==> src/rtl/riscv_enc_pkg.sv <==
// Shared definitions for the RV32I instruction encoder: format enum, opcodes,
// the NOP word and the immediate ranges used by the optional range check.
package riscv_enc_pkg;

    typedef enum logic [2:0] {
        FMT_R      = 3'd0,
        FMT_I_ALU  = 3'd1,
        FMT_I_LOAD = 3'd2,
        FMT_S      = 3'd3,
        FMT_B      = 3'd4
    } fmt_e;

    localparam logic [6:0] OP_R      = 7'b0110011;
    localparam logic [6:0] OP_I_ALU  = 7'b0010011;
    localparam logic [6:0] OP_I_LOAD = 7'b0000011;
    localparam logic [6:0] OP_S      = 7'b0100011;
    localparam logic [6:0] OP_B      = 7'b1100011;

    localparam logic [31:0] NOP_INST = 32'h0000_0013;

    localparam int IMM12_MIN = -2048;
    localparam int IMM12_MAX = 2047;
    localparam int IMMB_MIN  = -4096;
    localparam int IMMB_MAX  = 4094;

    function automatic logic imm_in_range(input logic [31:0] imm, input int lo, input int hi);
        return ($signed(imm) >= lo) && ($signed(imm) <= hi);
    endfunction

endpackage

==> src/rtl/enc_fifo2.sv <==
// Two-entry FIFO holding {err, inst[31:0]} words, with an occupancy count.
// Pushing when full or popping when empty is ignored.
module enc_fifo2 (
    input  logic        clk,
    input  logic        reset,
    input  logic        push_i,
    input  logic [32:0] pushData_i,
    input  logic        pop_i,
    output logic [32:0] headData_o,
    output logic [1:0]  count_o
);

    logic [32:0] mem_q [2];
    logic [32:0] mem_d [2];
    logic        wrPtr_q, wrPtr_d;
    logic        rdPtr_q, rdPtr_d;
    logic [1:0]  count_q, count_d;
    logic        doPush, doPop;

    assign doPush = push_i && (count_q != 2'd2);
    assign doPop  = pop_i && (count_q != 2'd0);

    // Accept and pop in the same cycle touch different slots, so order holds.
    always_comb begin
        mem_d   = mem_q;
        wrPtr_d = wrPtr_q;
        rdPtr_d = rdPtr_q;
        if (doPush) begin
            mem_d[wrPtr_q] = pushData_i;
            wrPtr_d        = ~wrPtr_q;
        end
        if (doPop) begin
            rdPtr_d = ~rdPtr_q;
        end
        count_d = count_q + {1'b0, doPush} - {1'b0, doPop};
    end

    always_ff @(posedge clk) begin
        if (reset) begin
            mem_q[0] <= '0;
            mem_q[1] <= '0;
            wrPtr_q  <= 1'b0;
            rdPtr_q  <= 1'b0;
            count_q  <= 2'd0;
        end else begin
            mem_q   <= mem_d;
            wrPtr_q <= wrPtr_d;
            rdPtr_q <= rdPtr_d;
            count_q <= count_d;
        end
    end

    assign headData_o = mem_q[rdPtr_q];
    assign count_o    = count_q;

endmodule

==> src/rtl/inst_encoder.sv <==
// Packs decoded fields into RV32I words, buffers them and emits them with a byte address.
// Define INST_ENCODER_RANGE_CHECK_EN to replace out-of-range immediates with an erroring NOP.
module inst_encoder
    import riscv_enc_pkg::*;
#(
    parameter int AW = 8
) (
    input  logic          clk,
    input  logic          reset,
    input  logic          in_valid,
    output logic          in_ready,
    input  logic [2:0]    in_fmt,
    input  logic [4:0]    in_rd,
    input  logic [4:0]    in_rs1,
    input  logic [4:0]    in_rs2,
    input  logic [2:0]    in_funct3,
    input  logic [6:0]    in_funct7,
    input  logic [31:0]   in_imm,
    output logic          out_valid,
    input  logic          out_ready,
    output logic [31:0]   out_inst,
    output logic [AW-1:0] out_addr,
    output logic          out_err
);

    fmt_e        fmt;
    logic [31:0] encInst;
    logic        encErr;
    logic        immOk;
    logic        immFits12;
    logic        immFitsB;

    logic [1:0]    count;
    logic [1:0]    nextCount;
    logic [32:0]   head;
    logic          push;
    logic          pop;
    logic          in_ready_q;
    logic [AW-1:0] addr_q, addr_d;

    assign fmt       = fmt_e'(in_fmt);
    assign immFits12 = imm_in_range(in_imm, IMM12_MIN, IMM12_MAX);
    assign immFitsB  = imm_in_range(in_imm, IMMB_MIN, IMMB_MAX) && !in_imm[0];

    // Bit placement mirrors the pipeline's immediate generator exactly.
    always_comb begin
        encInst = NOP_INST;
        encErr  = 1'b0;
        immOk   = 1'b1;
        case (fmt)
            FMT_R: begin
                encInst = {in_funct7, in_rs2, in_rs1, in_funct3, in_rd, OP_R};
            end
            FMT_I_ALU: begin
                encInst = {in_imm[11:0], in_rs1, in_funct3, in_rd, OP_I_ALU};
                immOk   = immFits12;
            end
            FMT_I_LOAD: begin
                encInst = {in_imm[11:0], in_rs1, in_funct3, in_rd, OP_I_LOAD};
                immOk   = immFits12;
            end
            FMT_S: begin
                encInst = {in_imm[11:5], in_rs2, in_rs1, in_funct3, in_imm[4:0], OP_S};
                immOk   = immFits12;
            end
            FMT_B: begin
                encInst = {in_imm[12], in_imm[10:5], in_rs2, in_rs1, in_funct3,
                           in_imm[4:1], in_imm[11], OP_B};
                immOk   = immFitsB;
            end
            default: begin
                encInst = NOP_INST;
                encErr  = 1'b1;
            end
        endcase
`ifdef INST_ENCODER_RANGE_CHECK_EN
        if (!immOk) begin
            encInst = NOP_INST;
            encErr  = 1'b1;
        end
`endif
    end

`ifndef INST_ENCODER_RANGE_CHECK_EN
    logic unusedRangeOk;
    assign unusedRangeOk = immOk;
`endif

    assign push      = in_valid & in_ready_q;
    assign pop       = out_valid & out_ready;
    assign nextCount = count + {1'b0, push} - {1'b0, pop};

    enc_fifo2 u_fifo (
        .clk        (clk),
        .reset      (reset),
        .push_i     (push),
        .pushData_i ({encErr, encInst}),
        .pop_i      (pop),
        .headData_o (head),
        .count_o    (count)
    );

    // Address wraps naturally at 2^AW since the counter is exactly AW bits wide.
    always_comb begin
        addr_d = addr_q;
        if (pop) begin
            addr_d = addr_q + AW'(4);
        end
    end

    // in_ready is registered from the next occupancy so it never depends on out_ready.
    always_ff @(posedge clk) begin
        if (reset) begin
            addr_q     <= '0;
            in_ready_q <= 1'b1;
        end else begin
            addr_q     <= addr_d;
            in_ready_q <= (nextCount < 2'd2);
        end
    end

    assign in_ready  = in_ready_q;
    assign out_valid = (count != 2'd0);
    assign out_inst  = head[31:0];
    assign out_err   = head[32];
    assign out_addr  = addr_q;

endmodule

==> config.mk <==
export PLATFORM = sky130hd
export DESIGN_NAME = inst_encoder
export DESIGN_NICKNAME = d
export VERILOG_FILES = /design/src/rtl/riscv_enc_pkg.sv /design/src/rtl/enc_fifo2.sv /design/src/rtl/inst_encoder.sv
export SDC_FILE = /design/constraint.sdc
export NUM_CORES = 1
export LEC_CHECK = 0
export CAP_MARGIN = 20
export CORE_MARGIN = 2
export CORE_UTILIZATION = 51
export CTS_BUF_LIST = sky130_fd_sc_hd__clkbuf_16
export DETAILED_ROUTE_END_ITERATION = 6
export PLACE_DENSITY = 0.85
export SLEW_MARGIN = 10
export SYNTH_ARGS = -nofsm -noshare
export SYNTH_HDL_FRONTEND = slang
export SYNTH_SLANG_ARGS = --single-unit
==> constraint.sdc <==
create_clock -name clk -period 5.25 [get_ports clk]
set_clock_uncertainty 0.15 [all_clocks]
set_input_delay 1.05 -clock clk [delete_from_list [all_inputs] [get_ports clk]]
set_output_delay 1.05 -clock clk [all_outputs]
set_load 0.01 [all_outputs]
==> impl_metrics.xml, run 1 <==
<?xml version="1.0" encoding="UTF-8"?>
<metrics>
  <group name="floorplanning">
    <metric name="die_height" unit="um">87.4</metric>
    <metric name="fp.coreArea" unit="um^2">6760</metric>
    <metric name="io_pins" unit="">107</metric>
    <metric name="dieArea" unit="um^2">7640</metric>
    <metric name="die-width" unit="um">87.4</metric>
    <metric name="start_util" unit="">0.525</metric>
    <metric name="number_of_placement_rows" unit="">30</metric>
  </group>
  <group name="cts">
    <metric name="clkSlewWorstSetupHoldPaths" unit="ns">0.06</metric>
    <metric name="h-tree-depth" unit="">3</metric>
    <metric name="worst_skew_pair.late_latency" unit="ns">0.32</metric>
    <metric name="clock_sinks" unit="">71</metric>
    <metric name="cts_root_buf" unit="">sky130_fd_sc_hd__clkbuf_16</metric>
    <metric name="cts_setup_buffers" unit="">0</metric>
    <metric name="cts_buffer_count" unit="">9</metric>
    <metric name="tritoncts" unit="">done</metric>
    <metric name="postCtsResizedCells" unit="">0</metric>
    <metric name="clockBufferDepth" unit="">2</metric>
    <metric name="cts_hold_buf" unit="">0</metric>
  </group>
  <group name="synth">
    <metric name="dominantRegCellSynth" unit="">sky130_fd_sc_hd__dfxtp_1</metric>
    <metric name="syn_area" unit="um^2">3550</metric>
    <metric name="mean_post_synth_cell_area" unit="um^2">10.1</metric>
    <metric name="postSynthCellCount" unit="">350</metric>
    <metric name="yosys.cell_types.count" unit="">49</metric>
    <metric name="postSynth.asyncResetShare" unit="">0</metric>
    <metric name="synth_enable_flop_cells" unit="">0</metric>
    <metric name="postSynthRegisterBits" unit="">71</metric>
    <metric name="yosysWarningCount" unit="">0</metric>
    <metric name="synth_seq_area_share" unit="">0.401</metric>
  </group>
  <group name="place">
    <metric name="dp_slack" unit="ns">1.71</metric>
    <metric name="place_congestion" unit="">0.849</metric>
    <metric name="dp.cells" unit="">489</metric>
    <metric name="dp.final_hpwl" unit="um">5450</metric>
    <metric name="port_buffer_cells" unit="">83</metric>
  </group>
  <group name="finish">
    <metric name="antenna_cells" unit="">0</metric>
    <metric name="register_area" unit="um^2">1420</metric>
    <metric name="final-instance-count-excl-fill" unit="">505</metric>
    <metric name="fill_cells" unit="">523</metric>
    <metric name="design.final.nets" unit="">487</metric>
    <metric name="multiInputGateArea" unit="um^2">1910</metric>
    <metric name="post_route_cells_drive_above_1_share" unit="">0.174</metric>
    <metric name="syn_to_final_growth" unit="%">28.8</metric>
  </group>
  <group name="route">
    <metric name="wl_met2" unit="um">3830</metric>
    <metric name="remaining_drc_errors" unit="">0</metric>
    <metric name="drt-pass1-iter-count" unit="">4</metric>
    <metric name="met1_length" unit="um">3620</metric>
    <metric name="wirelength" unit="um">8030</metric>
    <metric name="routed-wl-met3" unit="um">377</metric>
    <metric name="detail_route.wl_per_cell" unit="um">15.9</metric>
    <metric name="routed.top_layer" unit="">met4</metric>
    <metric name="initialDrtViolationCount" unit="">134</metric>
    <metric name="drt.antenna.violating_nets" unit="">0</metric>
    <metric name="route.vias.total" unit="">2874</metric>
    <metric name="avgViaCountPerCell" unit="">5.69</metric>
  </group>
  <group name="critical_path">
    <metric name="timing.critical_path.fanout_max" unit="">19</metric>
    <metric name="critPathRequiredTime" unit="ns">4.05</metric>
    <metric name="timing.critical_path.slowest_stage_cell" unit="">sky130_fd_sc_hd__dfxtp_1</metric>
    <metric name="critical_path_arrival" unit="ns">2.29</metric>
    <metric name="slowest_stage_delay_cp" unit="ns">0.69</metric>
    <metric name="setup.reg_to_reg.worst_slack" unit="ns">3.29</metric>
    <metric name="setup.worst_path.start_class" unit="">flop</metric>
    <metric name="critPathTopFamily" unit="">buffers and inverters</metric>
    <metric name="critical_path.cell_chain" unit="">buf_4 -&gt; mux2_2 -&gt; clkdlybuf4s50_1</metric>
    <metric name="setup.worst_path.end_class" unit="">output port</metric>
    <metric name="critPathKind" unit="">reg2out</metric>
    <metric name="worst-path-buf-inv" unit="">2</metric>
  </group>
  <group name="run_status">
    <metric name="run_status" unit="">complete, no violations</metric>
  </group>
  <group name="pwr">
    <metric name="power.internal" unit="uW">1310</metric>
    <metric name="total_power" unit="uW">1930</metric>
    <metric name="ir_drop" unit="mV">0.313</metric>
    <metric name="cellPowerDensity" unit="nW/um^2">423</metric>
    <metric name="comb_pwr_share" unit="">0.355</metric>
    <metric name="p_seq_frac" unit="">0.368</metric>
    <metric name="cellLeakagePower" unit="uW">0.00171</metric>
    <metric name="power_frac_clock" unit="">0.276</metric>
    <metric name="sw_frac_of_total" unit="">0.320</metric>
    <metric name="p_switching" unit="uW">618</metric>
  </group>
  <group name="run">
    <metric name="maxCapViolations" unit="">0</metric>
  </group>
  <group name="sta">
    <metric name="finalSetupTns" unit="ns">0</metric>
    <metric name="layout_min_cycle_time" unit="ns">3.49</metric>
    <metric name="setup_ws" unit="ns">1.76</metric>
    <metric name="timing.final.setup_violations" unit="">0</metric>
    <metric name="maxClockFrequency" unit="MHz">287</metric>
    <metric name="timing.max_slew.rel_slack" unit="">0.324</metric>
    <metric name="tightestPinTransition" unit="ns">1.01</metric>
    <metric name="hold_viol_final" unit="">0</metric>
    <metric name="hold_slack" unit="ns">0.301</metric>
    <metric name="final_min_period_over_clock_period" unit="">0.664</metric>
    <metric name="rsz0062_at_grt" unit="">no</metric>
    <metric name="finalMaxSlewViolations" unit="">0</metric>
  </group>
  <group name="global_routing">
    <metric name="grt_pass1_vias" unit="">2846</metric>
    <metric name="grt_util_all_layers" unit="">0.222</metric>
    <metric name="grt_antenna_before_repair" unit="">0</metric>
    <metric name="global_route_wire_length_before_repair" unit="um">13300</metric>
    <metric name="grt_start_max_net_pins" unit="">49</metric>
    <metric name="gr-total-overflow" unit="">0</metric>
  </group>
  <group name="hold_path">
    <metric name="hold_path_class" unit="">reg2reg</metric>
  </group>
</metrics>
## area by class of cell
class                      instances  area share
multi-input combinational        248       0.419
sequential                        71       0.311
clock inverter                     7     0.00904
clock buffer                       9      0.0493
tap                               80      0.0219
inverter                           3     0.00247
timing repair buffer              87       0.187
## cell usage in the layout, fill, tap and decap left out, drive strengths merged, types with 2 or more instances in the layout
cell type / n
o2bb2ai: 11
clkinvlp: 2
a211oi: 15
nand4: 4
xnor2: 4
buf: 5
nor3: 8
dfxtp: 71
mux2i: 22
o21ai: 2
or2: 2
nand2: 17
xor2: 5
clkdlybuf4s50: 82
clkbuf: 9
mux2: 30
conb: 4
clkinv: 4
nand2b: 10
nor2: 43
a32o: 13
inv: 4
o21a: 6
nand3: 9
ha: 3
a32oi: 5
a21oi: 15
nor3b: 6
a22o: 7
## power by group through the flow
stage                     Clock (uW)  Combinational, uW  Sequential [uW]
after global placement             0                672              714
after CTS                        542                689              711
after floorplan                    0                464              697
after detailed placement           0                683              722
after global routing             571                750              726
final                            534                686              711
## state kept, by name, summed over array words and instances (netlist names)
register	cells
in_ready	1
out_addr	6
u_fifo.count_o	2
u_fifo.mem_q	60
u_fifo.rdPtr_q	1
u_fifo.wrPtr_q	1
## through the flow
| stage | area (um^2) | util |
|---|---|---|
| detailed placement | 4300 | 0.636 |
| global placement | 4300 | 0.636 |
| finish | 4570 | 0.676 |
| CTS | 4570 | 0.676 |
| floorplan | 3560 | - |
| global route | 4570 | 0.676 |
## kinds of logic (layout without fill, tap and decap cells)
| group | count (synthesis) | count (layout) | synth area share |
|---|---|---|---|
| adder cells (fa/ha/maj) | 3 | 3 | 0.0106 |
| XOR/XNOR | 9 | 9 | 0.0222 |
| multiplexers | 52 | 52 | 0.157 |
| AND/OR/NAND/NOR | 103 | 103 | 0.149 |
| AO/OA/AOI/OAI | 77 | 77 | 0.195 |
| buffers and inverters | 34 | 106 | 0.0632 |
| other | 1 | 4 | 0.00106 |
| flip-flops | 71 | 71 | 0.401 |
## path summary, 6_finish.rpt
kind,from,end,cells after the start
setup / recovery,u_fifo.rdPtr_q,out_inst[24],3
hold / removal,u_fifo.mem_q[1],u_fifo.mem_q[1],2
setup reg to reg,u_fifo.count_o[1],in_ready,4
hold reg to reg,u_fifo.mem_q[1],u_fifo.mem_q[1],2
## worst register-to-register path, cell delays in order (launching register included)
cell and delay, ns:
sky130_fd_sc_hd__dfxtp_1 0.46, sky130_fd_sc_hd__o21a_1 0.38, sky130_fd_sc_hd__ha_1 0.32, sky130_fd_sc_hd__or3_1 0.37
sky130_fd_sc_hd__a21o_1 0.17
## synthesized netlist by cell type (2+ instances only)
master / n / area [um^2]
sky130_fd_sc_hd__nand4_1: 3 / 18.8
sky130_fd_sc_hd__nand3_1: 9 / 45.0
sky130_fd_sc_hd__nand2b_1: 9 / 56.3
sky130_fd_sc_hd__buf_2: 9 / 45.0
sky130_fd_sc_hd__buf_1: 4 / 15.0
sky130_fd_sc_hd__a211oi_1: 12 / 90.1
sky130_fd_sc_hd__a21oi_1: 13 / 65.1
sky130_fd_sc_hd__buf_6: 6 / 67.6
sky130_fd_sc_hd__mux2_2: 30 / 338
sky130_fd_sc_hd__xor2_1: 5 / 43.8
sky130_fd_sc_hd__mux2i_1: 22 / 220
sky130_fd_sc_hd__clkbuf_1: 3 / 11.3
sky130_fd_sc_hd__nor3b_1: 5 / 37.5
sky130_fd_sc_hd__inv_1: 3 / 11.3
sky130_fd_sc_hd__dfxtp_1: 71 / 1420
sky130_fd_sc_hd__a32oi_1: 5 / 43.8
sky130_fd_sc_hd__xnor2_1: 4 / 35.0
sky130_fd_sc_hd__buf_4: 8 / 60.1
sky130_fd_sc_hd__nor2_1: 40 / 150
sky130_fd_sc_hd__nor3_1: 8 / 40.0
sky130_fd_sc_hd__nor2_2: 2 / 12.5
sky130_fd_sc_hd__a22o_1: 7 / 61.3
sky130_fd_sc_hd__a211oi_2: 3 / 37.5
sky130_fd_sc_hd__o2bb2ai_2: 10 / 150
sky130_fd_sc_hd__ha_1: 3 / 37.5
sky130_fd_sc_hd__a32o_1: 13 / 130
sky130_fd_sc_hd__o21a_1: 6 / 45.0
sky130_fd_sc_hd__nand2_1: 16 / 60.1
## routing by layer
metal,vias to the layer above,global-route usage
li1,1407,-
met4,0,0.0923
met1,1371,0.280
met3,19,0.0569
met2,77,0.360
met5,-,0
No activity file was read; power rests on OpenSTA's default activity.
==> inputs of run 2 (changes only) <==
--- a/config.mk
+++ b/config.mk
@@ -7,10 +7,10 @@
 export LEC_CHECK = 0
 export CAP_MARGIN = 20
 export CORE_MARGIN = 2
-export CORE_UTILIZATION = 51
+export CORE_UTILIZATION = 47
 export CTS_BUF_LIST = sky130_fd_sc_hd__clkbuf_16
 export DETAILED_ROUTE_END_ITERATION = 6
-export PLACE_DENSITY = 0.85
+export PLACE_DENSITY = 0.79
 export SLEW_MARGIN = 10
 export SYNTH_ARGS = -nofsm -noshare
 export SYNTH_HDL_FRONTEND = slang
==> constraint.sdc (replaced) <==
create_clock -name clk -period 3.5 [get_ports clk]
set_clock_uncertainty 0.15 [all_clocks]
set_input_delay 0.7 -clock clk [delete_from_list [all_inputs] [get_ports clk]]
set_output_delay 0.7 -clock clk [all_outputs]
set_load 0.01 [all_outputs]
==> run 2 against run 1 <==
Critical endpoint is now out_inst[7]. Count of clock-buffer cells in the layout unchanged. Global-route usage fell by 1.2 points. Largest cell class unchanged. Cell area rose by 2.4%. Non-clock buffer count up 4. Sequential share of layout area down 0.74 points. Clock power grew 67%. Worst hold slack got worse by 0.0017 ns. Worst setup slack got worse by 1.1 ns.
==> impl_metrics.xml, run 2 (synthesized netlist as in run 1, its figures left out) <==
<?xml version="1.0" encoding="UTF-8"?>
<metrics>
  <group name="finish">
    <metric name="post_route_cells_drive_above_1_share" unit="">0.186</metric>
    <metric name="largest_register_ffs" unit="">60</metric>
    <metric name="final_design_area_no_fill" unit="um^2">4680</metric>
    <metric name="syn_to_final_growth" unit="%">31.9</metric>
    <metric name="design.final.nets" unit="">491</metric>
    <metric name="largest-register" unit="">u_fifo.mem_q</metric>
    <metric name="final_common_cell" unit="">sky130_fd_sc_hd__clkdlybuf4s50_1</metric>
    <metric name="most_frequent_cells_in_the_layout" unit="">sky130_fd_sc_hd__clkdlybuf4s50_1, sky130_fd_sc_hd__dfxtp_1, sky130_fd_sc_hd__nor2_1</metric>
    <metric name="antenna_cells" unit="">0</metric>
    <metric name="final-instance-count-excl-fill" unit="">528</metric>
  </group>
  <group name="sta">
    <metric name="hold_viol_final" unit="">0</metric>
    <metric name="rsz0062_at_grt" unit="">no</metric>
    <metric name="maxClockFrequency" unit="MHz">350</metric>
    <metric name="layout_min_cycle_time" unit="ns">2.86</metric>
    <metric name="tightestPinTransition" unit="ns">0.850</metric>
    <metric name="timing.max_slew.rel_slack" unit="">0.433</metric>
    <metric name="timing.final.setup_violations" unit="">0</metric>
    <metric name="finalSetupTns" unit="ns">0</metric>
    <metric name="final_min_period_over_clock_period" unit="">0.816</metric>
    <metric name="finalMaxSlewViolations" unit="">0</metric>
  </group>
  <group name="global_routing">
    <metric name="grt_start_max_net_pins" unit="">32</metric>
    <metric name="global_route_wire_length_before_repair" unit="um">13900</metric>
    <metric name="grt_util_all_layers" unit="">0.210</metric>
    <metric name="grt_pass1_vias" unit="">2866</metric>
    <metric name="grt_antenna_before_repair" unit="">0</metric>
    <metric name="gr-total-overflow" unit="">0</metric>
  </group>
  <group name="route">
    <metric name="detail_route.wl_per_cell" unit="um">15.7</metric>
    <metric name="drt.antenna.violating_nets" unit="">0</metric>
    <metric name="drt-pass1-iter-count" unit="">4</metric>
    <metric name="initialDrtViolationCount" unit="">137</metric>
    <metric name="wirelength" unit="um">8310</metric>
    <metric name="avgViaCountPerCell" unit="">5.43</metric>
    <metric name="route.vias.total" unit="">2869</metric>
    <metric name="remaining_drc_errors" unit="">0</metric>
  </group>
  <group name="floorplanning">
    <metric name="die-width" unit="um">90.9</metric>
    <metric name="die_height" unit="um">90.9</metric>
    <metric name="start_util" unit="">0.486</metric>
    <metric name="dieArea" unit="um^2">8260</metric>
    <metric name="fp.coreArea" unit="um^2">7290</metric>
    <metric name="number_of_placement_rows" unit="">31</metric>
    <metric name="io_pins" unit="">107</metric>
  </group>
  <group name="place">
    <metric name="place_congestion" unit="">0.773</metric>
    <metric name="dpl_cell_area" unit="um^2">4380</metric>
    <metric name="dp.final_hpwl" unit="um">5580</metric>
    <metric name="dp.cells" unit="">512</metric>
    <metric name="port_buffer_cells" unit="">83</metric>
  </group>
  <group name="critical_path">
    <metric name="setup.worst_path.start_class" unit="">flop</metric>
    <metric name="critical_path.cell_chain" unit="">buf_12 -&gt; mux2_2 -&gt; clkdlybuf4s50_1</metric>
    <metric name="critical_path_arrival" unit="ns">2.01</metric>
    <metric name="timing.critical_path.slowest_stage_cell" unit="">sky130_fd_sc_hd__dfxtp_1</metric>
    <metric name="setup.worst_path.end_class" unit="">output port</metric>
    <metric name="critPathKind" unit="">reg2out</metric>
    <metric name="slowest_stage_delay_cp" unit="ns">0.59</metric>
    <metric name="critPathRequiredTime" unit="ns">2.65</metric>
    <metric name="timing.critical_path.fanout_max" unit="">19</metric>
  </group>
  <group name="cts">
    <metric name="cts_hold_buf" unit="">0</metric>
    <metric name="clock_sinks" unit="">71</metric>
    <metric name="cts_buffer_count" unit="">9</metric>
    <metric name="cts_root_buf" unit="">sky130_fd_sc_hd__clkbuf_16</metric>
    <metric name="clockBufferDepth" unit="">2</metric>
    <metric name="h-tree-depth" unit="">3</metric>
    <metric name="postCtsResizedCells" unit="">0</metric>
    <metric name="clkSlewWorstSetupHoldPaths" unit="ns">0.06</metric>
    <metric name="tritoncts" unit="">done</metric>
    <metric name="cts_setup_buffers" unit="">0</metric>
    <metric name="worst_skew_pair.late_latency" unit="ns">0.32</metric>
  </group>
  <group name="run">
    <metric name="maxCapViolations" unit="">0</metric>
  </group>
  <group name="hold_path">
    <metric name="hold_path_class" unit="">reg2reg</metric>
  </group>
  <group name="pwr">
    <metric name="ir_drop" unit="mV">0.393</metric>
    <metric name="total_power" unit="uW">3030</metric>
    <metric name="cellLeakagePower" unit="uW">0.00175</metric>
    <metric name="sw_frac_of_total" unit="">0.315</metric>
    <metric name="p_seq_frac" unit="">0.350</metric>
    <metric name="power_frac_clock" unit="">0.295</metric>
    <metric name="p_switching" unit="uW">954</metric>
    <metric name="comb_pwr_share" unit="">0.355</metric>
    <metric name="power.internal" unit="uW">2080</metric>
    <metric name="cellPowerDensity" unit="nW/um^2">648</metric>
  </group>
  <group name="run_status">
    <metric name="run_status" unit="">complete, no violations</metric>
  </group>
</metrics>
## run 2: stage by stage
stage                util  worst slack (ns)  hold WS [ns]
detailed placement  0.601             0.633         0.295
global route        0.642             0.571         0.316
global placement    0.601             0.685         0.282
CTS                 0.642             0.634         0.303
floorplan               -              1.41         0.272
finish              0.642             0.645         0.299
## run 2: layout make-up
class | instances | area [um^2]
Sequential cell | 71 | 1420
Tap cell | 99 | 124
Multi-Input combinational cell | 248 | 1910
Inverter | 3 | 11.3
Timing Repair Buffer | 91 | 911
Fill cell | 592 | 2610
Clock buffer | 9 | 225
Clock inverter | 7 | 73.8
## run 2: worst paths after layout
check	from	endpoint	slack [ns]	cells after the start
hold / removal	u_fifo.mem_q[45]	u_fifo.mem_q[45]	0.30	2
setup / recovery	u_fifo.rdPtr_q	out_inst[7]	0.64	3
setup reg to reg	u_fifo.count_o[1]	in_ready	1.56	4
hold reg to reg	u_fifo.mem_q[45]	u_fifo.mem_q[45]	0.30	2
## run 2: power groups by stage
stage	logic [uW]	registers (uW)	clock network, uW
final	1080	1060	893
after global routing	1170	1080	949
after CTS	1090	1060	907
after detailed placement	1070	1080	0
after global placement	1060	1070	0
after floorplan	695	1050	0
## run 2: worst max-delay path: cells and delay by family, from the launching register on
kind / cells / cell delay [ns]
buf+inv: 2 / 0.72
flops: 1 / 0.59
mux: 1 / 0.36
## run 2: metal layers
metal | wire length, um | GRT usage
met4 | 97 | 0.0568
met2 | 4140 | 0.359
met5 | 0 | 0
met1 | 3650 | 0.257
met3 | 425 | 0.0609
==> inputs of run 3 (changes only) <==
--- a/config.mk
+++ b/config.mk
@@ -7,10 +7,10 @@
 export LEC_CHECK = 0
 export CAP_MARGIN = 20
 export CORE_MARGIN = 2
-export CORE_UTILIZATION = 47
+export CORE_UTILIZATION = 43
 export CTS_BUF_LIST = sky130_fd_sc_hd__clkbuf_16
 export DETAILED_ROUTE_END_ITERATION = 6
-export PLACE_DENSITY = 0.79
+export PLACE_DENSITY = 0.76
 export SLEW_MARGIN = 10
 export SYNTH_ARGS = -nofsm -noshare
 export SYNTH_HDL_FRONTEND = slang
==> constraint.sdc (replaced) <==
create_clock -name clk -period 2.3 [get_ports clk]
set_clock_uncertainty 0.15 [all_clocks]
set_input_delay 0.46 -clock clk [delete_from_list [all_inputs] [get_ports clk]]
set_output_delay 0.46 -clock clk [all_outputs]
set_load 0.01 [all_outputs]
==> run 3 against run 2 <==
Critical path depth unchanged. Routed wire length increased by 1.8%. Highest routed layer unchanged. First-iteration DRC count decreased by 36%. Via count increased by 1.2%.
==> impl_metrics.xml, run 3 (synthesized netlist as in run 1, its figures left out) <==
<?xml version="1.0" encoding="UTF-8"?>
<metrics>
  <group name="floorplanning">
    <metric name="dieArea" unit="um^2">8990</metric>
    <metric name="io_pins" unit="">107</metric>
    <metric name="die_height" unit="um">94.8</metric>
    <metric name="start_util" unit="">0.438</metric>
    <metric name="number_of_placement_rows" unit="">33</metric>
    <metric name="die-width" unit="um">94.8</metric>
    <metric name="fp.coreArea" unit="um^2">8090</metric>
  </group>
  <group name="sta">
    <metric name="maxClockFrequency" unit="MHz">468</metric>
    <metric name="layout_min_cycle_time" unit="ns">2.14</metric>
    <metric name="finalMaxSlewViolations" unit="">0</metric>
    <metric name="final_min_period_over_clock_period" unit="">0.928</metric>
    <metric name="hold_viol_final" unit="">0</metric>
    <metric name="rsz0062_at_grt" unit="">no</metric>
    <metric name="tightestPinTransition" unit="ns">0.518</metric>
    <metric name="finalSetupTns" unit="ns">0</metric>
    <metric name="timing.final.setup_violations" unit="">0</metric>
    <metric name="timing.max_slew.rel_slack" unit="">0.654</metric>
  </group>
  <group name="cts">
    <metric name="clockBufferDepth" unit="">2</metric>
    <metric name="clkSlewWorstSetupHoldPaths" unit="ns">0.05</metric>
    <metric name="worst_skew_pair.late_latency" unit="ns">0.32</metric>
    <metric name="h-tree-depth" unit="">3</metric>
    <metric name="clock_sinks" unit="">71</metric>
    <metric name="tritoncts" unit="">done</metric>
    <metric name="cts_root_buf" unit="">sky130_fd_sc_hd__clkbuf_16</metric>
    <metric name="cts_buffer_count" unit="">9</metric>
    <metric name="cts_setup_buffers" unit="">0</metric>
  </group>
  <group name="finish">
    <metric name="post_route_cells_drive_above_1_share" unit="">0.196</metric>
    <metric name="most_frequent_cells_in_the_layout" unit="">sky130_fd_sc_hd__dfxtp_1, sky130_fd_sc_hd__clkdlybuf4s50_1, sky130_fd_sc_hd__nor2_1</metric>
    <metric name="final_common_cell" unit="">sky130_fd_sc_hd__dfxtp_1</metric>
    <metric name="design.final.nets" unit="">500</metric>
    <metric name="antenna_cells" unit="">0</metric>
    <metric name="final-instance-count-excl-fill" unit="">543</metric>
    <metric name="largest-register" unit="">u_fifo.mem_q</metric>
    <metric name="fill_cells" unit="">719</metric>
    <metric name="largest_register_ffs" unit="">60</metric>
    <metric name="syn_to_final_growth" unit="%">34.5</metric>
  </group>
  <group name="critical_path">
    <metric name="setup.worst_path.start_class" unit="">flop</metric>
    <metric name="critPathKind" unit="">reg2out</metric>
    <metric name="critPathRequiredTime" unit="ns">1.69</metric>
    <metric name="critical_path_arrival" unit="ns">1.53</metric>
    <metric name="setup.worst_path.end_class" unit="">output port</metric>
    <metric name="timing.critical_path.fanout_max" unit="">18</metric>
  </group>
  <group name="global_routing">
    <metric name="grt_antenna_before_repair" unit="">0</metric>
    <metric name="global_route_wire_length_before_repair" unit="um">13800</metric>
    <metric name="grt_start_max_net_pins" unit="">27</metric>
    <metric name="grt_pass1_vias" unit="">2877</metric>
    <metric name="grt_util_all_layers" unit="">0.197</metric>
    <metric name="gr-total-overflow" unit="">0</metric>
  </group>
  <group name="route">
    <metric name="wirelength" unit="um">8460</metric>
    <metric name="drt-pass1-iter-count" unit="">4</metric>
    <metric name="detail_route.wl_per_cell" unit="um">15.6</metric>
    <metric name="initialDrtViolationCount" unit="">87</metric>
    <metric name="remaining_drc_errors" unit="">0</metric>
    <metric name="drt.antenna.violating_nets" unit="">0</metric>
    <metric name="route.vias.total" unit="">2902</metric>
    <metric name="avgViaCountPerCell" unit="">5.34</metric>
  </group>
  <group name="run_status">
    <metric name="run_status" unit="">complete, no violations</metric>
  </group>
  <group name="hold_path">
    <metric name="hold_path_class" unit="">reg2reg</metric>
  </group>
  <group name="place">
    <metric name="place_congestion" unit="">0.721</metric>
    <metric name="dp.final_hpwl" unit="um">5820</metric>
    <metric name="dp.cells" unit="">527</metric>
    <metric name="port_buffer_cells" unit="">83</metric>
  </group>
  <group name="pwr">
    <metric name="cellLeakagePower" unit="uW">0.00203</metric>
    <metric name="cellPowerDensity" unit="nW/um^2">951</metric>
    <metric name="total_power" unit="uW">4530</metric>
    <metric name="ir_drop" unit="mV">0.545</metric>
  </group>
  <group name="run">
    <metric name="maxCapViolations" unit="">0</metric>
  </group>
</metrics>
-- run 3: power by group --
group	switching [uW]	total (uW)	internal (uW)
registers	153	1610	1450
logic	791	1620	834
clock network	482	1300	821
-- run 3: final timing paths --
kind	start	to	slack [ns]	cells after the start
worst min register to register	u_fifo.mem_q[48]	u_fifo.mem_q[48]	0.30	2
worst max-delay path	u_fifo.rdPtr_q	out_inst[10]	0.16	3
worst max register to register	u_fifo.count_o[1]	in_ready	0.56	5
worst min-delay path	u_fifo.mem_q[48]	u_fifo.mem_q[48]	0.30	2
-- run 3: critical path, cell delays in order, from the launching register on --
cell                            delay (ns)
sky130_fd_sc_hd__dfxtp_4              0.38
sky130_fd_sc_hd__buf_12               0.17
sky130_fd_sc_hd__mux2_2               0.36
sky130_fd_sc_hd__dlygate4sd2_1        0.29
-- run 3: layout make-up --
type                    count  area, um^2  area share
well taps                 105         131      0.0275
clock buffers               9         225      0.0472
flip-flops and latches     71        1430       0.299
repair buffers            100        1010       0.211
multi-input cells         248        1910       0.401
inverters                   3        11.3     0.00236
clock inverters             7        57.6      0.0121
-- run 3: metal layers --
layer | wire [um] | track usage | vias up
met4 | 57 | 0.0592 | 0
met3 | 324 | 0.0367 | 7
li1 | - | - | 1436
met1 | 4000 | 0.253 | 1382
met2 | 4080 | 0.335 | 77
met5 | 0 | 0 | -
-- run 3: stage by stage --
| stage | setup slack [ns] | utilization | hold WS [ns] | area, um^2 |
|---|---|---|---|---|
| after floorplan | 0.447 | - | 0.272 | 3560 |
| after global placement | 0.0771 | 0.555 | 0.283 | 4490 |
| after detailed placement | 0.0570 | 0.555 | 0.294 | 4490 |
| after CTS | 0.00242 | 0.587 | 0.301 | 4750 |
| after global routing | 0.112 | 0.589 | 0.319 | 4770 |
| final | 0.165 | 0.589 | 0.300 | 4770 |
-- run 3: repair_timing --
item / in CTS / in global routing
hold endpoints to repair: 0 / 0
cloned: 0 / 0
resized for setup: 25 / 8
hold buffers: 0 / 0
setup endpoints to repair: 31 / 8
==> patch (settings of run 3) <==
`addr_q` no longer has a reset.
--- a/src/rtl/inst_encoder.sv
+++ b/src/rtl/inst_encoder.sv
@@ -113,8 +113,10 @@
         if (reset) begin
-            addr_q     <= '0;
             in_ready_q <= 1'b1;
         end else begin
-            addr_q     <= addr_d;
             in_ready_q <= (nextCount < 2'd2);
         end
+    end
+
+    always_ff @(posedge clk) begin
+        addr_q <= addr_d;
     end
Behaviour: differs if reset is asserted again (counterexample within 4 cycles, from zero or initial values and one cycle with reset high); with reset held inactive, the same outputs for 4 cycles.
==> patch against run 3 <==
Cell area is 0.60% lower; power is 0.27% higher; area after synthesis is 0.25% higher; maximum frequency is 5.7% lower; non-clock buffer count is 3 higher; setup slack worse by 0.13 ns; routed wire length is 1.7% higher; sequential cell count stayed put; first-iteration DRC count is 33% higher.
==> patch: results (changes against run 3) <==
- The adder-cell share of the synthesized area came to 0.0106 (-0.0000261).
- The maximum cell stage delay along the critical path came to 0.48 ns (+0.10 ns).
- In the post-synthesis netlist, the biggest area contributors are sky130_fd_sc_hd__dfxtp_1 (37%), sky130_fd_sc_hd__mux2_2 (9.5%), sky130_fd_sc_hd__mux2i_1 (5.9%), sky130_fd_sc_hd__edfxtp_1 (5.1%), sky130_fd_sc_hd__o2bb2ai_2 (4.2%).
- The peak supply drop is 0.354 mV (-35%).
- The global-route met1 utilization is 0.244 (-0.00889).
- The global-route met2 utilization is 0.337 (+0.00177).
- The post-synthesis mux area share is 0.154 (-0.00320).
- The overall global routing resource usage is 0.196 (-0.000574).
- The top fanout value on the critical path is 7 (-11).
- The leakage power figure is 1.96 nW (-3.3%).
- The run finished with clean final reports.
- The via count of the first global-routing pass is 2841 (-1.3%).
- The first-pass GRT wire length is 13800 microns (+0.15%).
- The depth of the most critical reg-to-reg path is 6 (+1).
- The library cell contributing the largest single delay on the critical path is sky130_fd_sc_hd__clkdlybuf4s50_1.
- The worst path arrival time was 1.65 ns (+0.12 ns).
- The placement-stage cell area was 4500 sq um (+0.14%).
- The area fraction in compound gates after synthesis was 0.193 (-0.00259).
- The worst slew margin relative to its limit was 0.346 (-0.308).
- After synthesis, the most frequently instantiated cells are sky130_fd_sc_hd__dfxtp_1 (65), sky130_fd_sc_hd__nor2_1 (34), sky130_fd_sc_hd__mux2_2 (30).
- The routability congestion estimate is 0.783 (+8.6%).
- The maximum number of pins on one net before global-route repair is 36 (+33%).
- The xor-xnor portion of the synthesized cell area is 0.0197 (-0.00252).
- The filler cell count was 695 (-3.3%).
- The power per cell area is 959 nW/um^2 (+0.87%).
- The count of nets after finishing is 495 (-1.0%).
==> patch: cell types whose count changed after synthesis, sizes merged, moves of 2 or more <==
cell and change:
nand4 -2, edfxtp +6, xor2 -3, nand2 -2
dfxtp -6, nand3 +3, xnor2 +2, nor2 -6
clkbuf -2
==> patch: worst paths after layout <==
| check | slack [ns] | endpoint |
|---|---|---|
| setup / recovery | 0.04 | out_inst[26] |
| hold / removal | 0.30 | u_fifo.mem_q[1] |
| setup reg to reg | 0.33 | in_ready |
| hold reg to reg | 0.30 | u_fifo.mem_q[1] |
==> patch: through the flow <==
step	utilization	worst slack (ns)	setup TNS [ns]	hold slack [ns]	std cells
6_report	0.583	0.0362	0	0.298	538
5_1_grt	0.583	0.00311	0	0.324	538
4_1_cts	0.582	0.0144	0	0.298	538
3_5_place_dp	0.553	-0.0835	-0.789	0.293	522
3_3_place_gp	0.553	-0.0444	-0.301	0.285	522
2_1_floorplan	-	0.256	0	0.272	344
==> patch: power by group <==
| group | switching, mW | total [mW] | internal (mW) |
|---|---|---|---|
| clock | 0.479 | 1.19 | 0.710 |
| sequential | 0.167 | 1.67 | 1.51 |
| combinational | 0.820 | 1.68 | 0.862 |
| total | 1.47 | 4.55 | 3.08 |
==> patch: repair_timing <==
action                                 4_1_cts  5_1_grt
gates cloned                                 0        0
setup buffers                                0        0
gates resized for setup                     27        4
hold buffers                                 0        0
endpoints found under the hold margin        0        0
setup endpoints to repair                   31        4
==> patch: cell families (layout without fill, tap and decap cells) <==
logic type / count (synthesis) / in the layout
mux: 51 / 51
compound gates: 76 / 76
buf+inv: 34 / 123
xor+xnor: 8 / 8
fa+ha+maj: 3 / 3
simple gates: 97 / 97
other cells: 1 / 4
flops: 71 / 71
==> patch: layer usage <==
metal  vias up  wire [microns]
li1       1411               -
met5         -               0
met2        78            4070
met1      1393            3930
met3        11             497
met4         0             108
==> patch: final cells by class <==
type,count,area [sq um],area share
multi-input combinational,239,1870,0.394
clock buffer,9,225,0.0475
tap,105,131,0.0277
sequential,71,1480,0.313
inverter,4,15.0,0.00317
timing repair buffer,103,983,0.207
clock inverter,7,33.8,0.00713
==> patch: worst min-delay path, cell delays in order (launching register included) <==
cell and delay (ns):
sky130_fd_sc_hd__dfxtp_1 0.30, sky130_fd_sc_hd__inv_1 0.05, sky130_fd_sc_hd__a21oi_1 0.05
